<file path="src/rtl/mem_port_arbiter_pkg.sv">
// Shared definitions for the memory port arbiter: FSM state encoding and
// the datapath / wait-counter widths.
package mem_port_arbiter_pkg;

    localparam int MEM_ARB_WORD_W = 32;
    localparam int MEM_ARB_CNT_W  = 16;

    typedef enum logic [1:0] {
        MEM_ARB_IDLE = 2'd0,
        MEM_ARB_BUSY = 2'd1,
        MEM_ARB_RESP = 2'd2
    } arb_state_t;

endpackage

</file>
<file path="src/rtl/mem_port_arbiter_mux.sv">
// 32-bit two-input multiplexer used for the address and write-data paths.
// Ports:
//   sel  in   1   0 selects d0, 1 selects d1
//   d0   in   32  input 0
//   d1   in   32  input 1
//   y    out  32  selected value
module mux2to1_32bit
    import mem_port_arbiter_pkg::*;
(
    input  logic                      sel,
    input  logic [MEM_ARB_WORD_W-1:0] d0,
    input  logic [MEM_ARB_WORD_W-1:0] d1,
    output logic [MEM_ARB_WORD_W-1:0] y
);

    assign y = sel ? d1 : d0;

endmodule

</file>
<file path="src/rtl/mem_port_arbiter.sv">
// Arbitrates one 32-bit memory port between instruction fetch (requester 0)
// and data access (requester 1). One transaction at a time: the winner's
// address/wdata/we are latched, the owner is held until completion, and the
// read data (or a timeout error) is returned with a one-cycle done pulse.
//
// Build option: define MEM_ARB_FIXED_PRIO_EN to make requester 1 always win
// ties (no round-robin; fetch may starve). Default is round-robin.
//
// Ports:
//   clk, rst                     clock, async active-high reset
//   reqN_valid/addr/wdata/we     request from requester N (N = 0, 1)
//   reqN_ready                   request N accepted this cycle
//   reqN_done                    one-cycle pulse, request N complete
//   rsp_rdata, rsp_err           response data / timeout flag, valid with done
//   mem_req/addr/wdata/we        memory-side request, held for the transaction
//   mem_ready, mem_rdata         memory completion and read data
//   owner                        current/last granted requester
//
// state | meaning
// ------+-------------------------------------------------------------
// IDLE  | pick a winner, accept one request
// BUSY  | memory access in flight, count wait cycles until ready/timeout
// RESP  | pulse done for the owner, update round-robin state
module mem_port_arbiter
    import mem_port_arbiter_pkg::*;
#(
    parameter int DATA_WIDTH = 32,
    parameter int WAIT_LIMIT = 255
) (
    input  logic                  clk,
    input  logic                  rst,
    input  logic                  req0_valid,
    input  logic [DATA_WIDTH-1:0] req0_addr,
    input  logic [DATA_WIDTH-1:0] req0_wdata,
    input  logic                  req0_we,
    output logic                  req0_ready,
    output logic                  req0_done,
    input  logic                  req1_valid,
    input  logic [DATA_WIDTH-1:0] req1_addr,
    input  logic [DATA_WIDTH-1:0] req1_wdata,
    input  logic                  req1_we,
    output logic                  req1_ready,
    output logic                  req1_done,
    output logic [DATA_WIDTH-1:0] rsp_rdata,
    output logic                  rsp_err,
    output logic                  mem_req,
    output logic [DATA_WIDTH-1:0] mem_addr,
    output logic [DATA_WIDTH-1:0] mem_wdata,
    output logic                  mem_we,
    input  logic                  mem_ready,
    input  logic [DATA_WIDTH-1:0] mem_rdata,
    output logic                  owner
);

    localparam logic [MEM_ARB_CNT_W-1:0] LIMIT_M1 = MEM_ARB_CNT_W'(WAIT_LIMIT - 1);

    arb_state_t                state;
    arb_state_t                state_nxt;
    logic                      winner;
    logic                      transfer;
    logic                      timeout;
    logic [MEM_ARB_CNT_W-1:0]  wait_cnt;
    logic [DATA_WIDTH-1:0]     addr_sel;
    logic [DATA_WIDTH-1:0]     wdata_sel;

`ifndef MEM_ARB_FIXED_PRIO_EN
    logic                      last_grant;
`endif

    always_comb begin
        winner = req1_valid;
        if (req0_valid && req1_valid) begin
`ifdef MEM_ARB_FIXED_PRIO_EN
            winner = 1'b1;
`else
            winner = ~last_grant;
`endif
        end
    end

    assign transfer = (state == MEM_ARB_IDLE) && (req0_valid || req1_valid);
    assign timeout  = (wait_cnt == LIMIT_M1);

    mux2to1_32bit u_addr_mux (
        .sel (winner),
        .d0  (req0_addr),
        .d1  (req1_addr),
        .y   (addr_sel)
    );

    mux2to1_32bit u_wdata_mux (
        .sel (winner),
        .d0  (req0_wdata),
        .d1  (req1_wdata),
        .y   (wdata_sel)
    );

    always_ff @(posedge clk or posedge rst) begin
        if (rst) state <= MEM_ARB_IDLE;
        else     state <= state_nxt;
    end

    always_comb begin
        state_nxt = state;
        case (state)
            MEM_ARB_IDLE: if (transfer)             state_nxt = MEM_ARB_BUSY;
            MEM_ARB_BUSY: if (mem_ready || timeout) state_nxt = MEM_ARB_RESP;
            MEM_ARB_RESP:                           state_nxt = MEM_ARB_IDLE;
            default:                                state_nxt = MEM_ARB_IDLE;
        endcase
    end

    // Ready is gated with valid so nothing reads as accepted when idle.
    always_comb begin
        req0_ready = 1'b0;
        req1_ready = 1'b0;
        req0_done  = 1'b0;
        req1_done  = 1'b0;
        mem_req    = 1'b0;
        case (state)
            MEM_ARB_IDLE: begin
                req0_ready = req0_valid && !winner;
                req1_ready = req1_valid &&  winner;
            end
            MEM_ARB_BUSY: mem_req = 1'b1;
            MEM_ARB_RESP: begin
                req0_done = !owner;
                req1_done =  owner;
            end
            default: ;
        endcase
    end

    always_ff @(posedge clk or posedge rst) begin
        if (rst) begin
            mem_addr  <= '0;
            mem_wdata <= '0;
            mem_we    <= 1'b0;
            owner     <= 1'b0;
            wait_cnt  <= '0;
            rsp_rdata <= '0;
            rsp_err   <= 1'b0;
        end else begin
            case (state)
                MEM_ARB_IDLE: if (transfer) begin
                    mem_addr  <= addr_sel;
                    mem_wdata <= wdata_sel;
                    mem_we    <= winner ? req1_we : req0_we;
                    owner     <= winner;
                    wait_cnt  <= '0;
                end
                MEM_ARB_BUSY: begin
                    // mem_ready takes priority over a coincident timeout.
                    if (mem_ready) begin
                        rsp_rdata <= mem_we ? '0 : mem_rdata;
                        rsp_err   <= 1'b0;
                    end else if (timeout) begin
                        rsp_rdata <= '0;
                        rsp_err   <= 1'b1;
                    end else if (wait_cnt != '1) begin
                        wait_cnt  <= wait_cnt + 1'b1;
                    end
                end
                default: ;
            endcase
        end
    end

`ifndef MEM_ARB_FIXED_PRIO_EN
    always_ff @(posedge clk or posedge rst) begin
        if (rst)                       last_grant <= 1'b1;
        else if (state == MEM_ARB_RESP) last_grant <= owner;
    end
`endif

endmodule

</file>
<file path="config.mk">
export PLATFORM = sky130hd
export DESIGN_NAME = mem_port_arbiter
export DESIGN_NICKNAME = d
export VERILOG_FILES = /design/src/rtl/mem_port_arbiter_pkg.sv /design/src/rtl/mem_port_arbiter_mux.sv /design/src/rtl/mem_port_arbiter.sv
export SDC_FILE = /design/constraint.sdc
export NUM_CORES = 1
export LEC_CHECK = 0
export BUFFER_PORTS_ARGS = -buffer_cell sky130_fd_sc_hd__buf_2
export CAP_MARGIN = 25
export CELL_PAD_IN_SITES_DETAIL_PLACEMENT = 1
export CELL_PAD_IN_SITES_GLOBAL_PLACEMENT = 2
export CORE_AREA = 5 5 191 119
export CTS_CLUSTER_SIZE = 25
export DETAILED_ROUTE_END_ITERATION = 6
export DIE_AREA = 0 0 196 124
export GPL_TIMING_DRIVEN = 0
export PLACE_DENSITY_LB_ADDON = 0.1
export SLEW_MARGIN = 25
export SYNTH_ARGS = -nofsm -noshare
export SYNTH_HDL_FRONTEND = slang
export SYNTH_SLANG_ARGS = --single-unit
</file>
<file path="constraint.sdc">
create_clock -name clk -period 4.46 [get_ports clk]
set_input_delay 0.892 -clock clk [delete_from_list [all_inputs] [get_ports clk]]
set_output_delay 0.892 -clock clk [all_outputs]
set_load 0.005 [all_outputs]
</file>
==> metrics <==
Max Transition Viols Final=0; row count=41; CP most frequent cell=buf_2; clock latency on the worst-skew pair=0.43 ns; total track usage=0.168; layout cells sized above 1=0.403; CP cell instances=buf_2 > a21boi_1 > clkbuf_1 > buf_2 > nor2_1 > buf_2; CTS tree=done; Crit Path Max Fanout=10; Inserted Clock Buffers=17; final cell count without fillers=1079; Yosys reg bits=118; Synth Cell Area=5330 um2; DRC=0; clk slew on worst S/H paths=0.07 ns; Max Used Layer=met5; IO Pins=271; Worst Tran Pin Value=0.793 ns; status=finished, final reports clean; Mapped Avg Cell Area=10.8 um2; Starting Density=0.257; Tmin final=3.56 ns; Worst path top cell family by delay=buffers and inverters; clk root buf=clkbuf_16; Final Net Count=955; RSZ-0062 raised after global routing=no; setup bufs post-CTS=0; CP max-delay cell=clkbuf_1; Leak=3.77 nW; synth unique cells=37; Detailed Route Iter0 Violations=273; post-cts sizing count=0; H-tree Lvls=4; chip height=124 um; die area=24300 um2; WS Path Type=in2out; pwr dens=617 nW/um2; Die X=196 um; DRT antenna net count=0; routed length on met1=9440 um; WL met2=9070 um; max-cap violations=0; GPL Wtd Cong=0.785; setup tns final=0 ns; DR WL/cell=18.9 um; dpl hpwl=15900 um; CP arrival=2.67 ns; Startpoint Class=primary input; initial antenna violation count=2; Synthesis Warnings=0; sequential area share after synthesis=0.554; area delta synth->final=42.8%; number of global-route vias before repair=5756; final WL=20400 um; placed insts=1046; DR vias/cell=4.62; DR vias=4990; clock sink count=118; router iterations before antenna repair=4; CP endpoint kind=output port; first-pass GRT wire length=32000 um; total grt overflow=0; worst rel slew slack=0.472; cells after synthesis=496; largest net degree at the start of global routing=68; Critical Path Max Stage Delay=0.64 ns; CTS max path bufs=2; maximum VDD drop=0.303 mV; final setup vio count=0; Final Cycle Share=0.798; IO buf count=270; HP Class=in2async; final hold vios=0; Post-Syn Nets=665; Crit path buffers/inverters=4; cts hold-fix bufs=0; Data required, critical path=3.57 ns; DR WL met3=1660 um; core area=20700 um2; FMAX=281 MHz; skew final=0.0180 ns
-- final timing paths --
path,slack [ns],cells past startpoint,from,end
setup / recovery,0.90,6,req1_valid,req0_ready
hold / removal,0.46,2,rst,rsp_rdata[17]
setup reg to reg,2.10,8,wait_cnt[8],wait_cnt[15]
hold reg to reg,0.51,1,rsp_rdata[20],rsp_rdata[20]
max in group asynchronous,3.29,3,rst,last_grant
min in group clk,0.51,1,rsp_rdata[20],rsp_rdata[20]
-- flip-flops by register name (all words and copies together), names as in the netlist, 2 cells and up --
| name | count |
|---|---|
| state | 2 |
| mem_wdata | 32 |
| rsp_rdata | 32 |
| mem_addr | 32 |
| wait_cnt | 16 |
-- per-stage QoR --
stage	power, mW	util	instance area (um2)	hold slack (ns)	worst slack, ns
2_1_floorplan	2.58	-	5330	0.463	0.441
5_1_grt	5.07	0.367	7620	0.491	0.757
3_3_place_gp	3.41	0.339	7030	0.487	-1.09
3_5_place_dp	3.48	0.341	7070	0.485	0.864
4_1_cts	4.79	0.367	7610	0.477	0.866
6_report	4.70	0.367	7620	0.464	0.902
-- cell usage in the layout (no fill, tap or decap), types with 5 or more instances in the layout --
| cell type | count |
|---|---|
| a21oi_1 | 74 |
| a22o_1 | 32 |
| a31oi_1 | 9 |
| buf_2 | 275 |
| buf_6 | 5 |
| clkbuf_1 | 23 |
| clkbuf_16 | 17 |
| dfrtp_1 | 117 |
| inv_1 | 6 |
| inv_6 | 6 |
| mux2i_1 | 65 |
| nand2_1 | 8 |
| nand3_1 | 5 |
| nand4_1 | 7 |
| nor2_1 | 73 |
| nor3_1 | 7 |
| o21ai_1 | 18 |
| o31ai_1 | 5 |
-- layer usage --
| metal | GRT usage | vias to the layer above |
|---|---|---|
| met5 | 0 | - |
| met3 | 0.0662 | 23 |
| met2 | 0.258 | 165 |
| met1 | 0.222 | 2432 |
| li1 | - | 2368 |
| met4 | 0.0449 | 2 |
-- report_power, final --
| group | total [mW] | internal [mW] | switching (mW) |
|---|---|---|---|
| combinational | 1.71 | 0.722 | 0.992 |
| sequential | 1.71 | 1.48 | 0.230 |
| clock | 1.28 | 0.721 | 0.555 |
-- worst reg2reg max path, delay by kind of cell, from the launching register on --
| kind | cells | cell delay (ns) |
|---|---|---|
| buf+inv | 4 | 0.90 |
| flops | 1 | 0.33 |
| simple gates | 2 | 0.40 |
| compound gates | 2 | 0.66 |
-- kinds of logic (layout without fill, tap and decap cells) --
family / after synthesis / count (layout) / share of synthesized area
adder cells (fa/ha/maj): 2 / 2 / 0.00469
AO/OA/AOI/OAI: 149 / 149 / 0.171
buffers and inverters: 44 / 347 / 0.0392
AND/OR/NAND/NOR: 118 / 118 / 0.110
multiplexers: 65 / 65 / 0.122
flip-flops: 118 / 118 / 0.554
other: 0 / 1 / 0
-- Yosys cell counts --
cell | instances | area share
a21boi_1 | 1 | 0.0014
a21o_1 | 4 | 0.0056
a21oi_1 | 74 | 0.069
a22o_1 | 32 | 0.053
a31oi_1 | 9 | 0.011
and2_1 | 2 | 0.0023
and2_4 | 1 | 0.0016
and3_1 | 4 | 0.0047
and4_1 | 3 | 0.0049
and4bb_1 | 1 | 0.0023
buf_1 | 2 | 0.0014
buf_2 | 5 | 0.0047
buf_6 | 5 | 0.011
clkbuf_1 | 23 | 0.016
dfrtp_1 | 117 | 0.55
dfstp_2 | 1 | 0.0049
ha_1 | 2 | 0.0047
inv_1 | 7 | 0.0049
inv_2 | 2 | 0.0014
mux2i_1 | 65 | 0.12
nand2_1 | 8 | 0.0056
nand2b_1 | 1 | 0.0012
nand2b_4 | 1 | 0.0026
nand3_1 | 5 | 0.0047
nand4_1 | 7 | 0.0082
nand4_4 | 1 | 0.0040
nor2_1 | 73 | 0.051
nor3_1 | 7 | 0.0066
nor3_2 | 1 | 0.0019
nor3b_1 | 1 | 0.0014
nor4b_1 | 1 | 0.0016
nor4b_4 | 1 | 0.0045
o21ai_0 | 3 | 0.0028
o21ai_1 | 18 | 0.017
o21bai_1 | 2 | 0.0028
o31ai_1 | 5 | 0.0070
o41ai_1 | 1 | 0.0016
-- area by class of cell --
| type | instances | area [um2] |
|---|---|---|
| Fill cell | 2432 | 13100 |
| Sequential cell | 118 | 2950 |
| Multi-Input combinational cell | 334 | 2170 |
| Timing Repair Buffer | 271 | 1380 |
| Clock buffer | 17 | 425 |
| Tap cell | 279 | 349 |
| Buffer | 35 | 175 |
| Clock inverter | 15 | 119 |
| Inverter | 9 | 41.3 |
| Antenna cell | 1 | 2.50 |
Note: power is estimated with default switching activity, not from simulation.
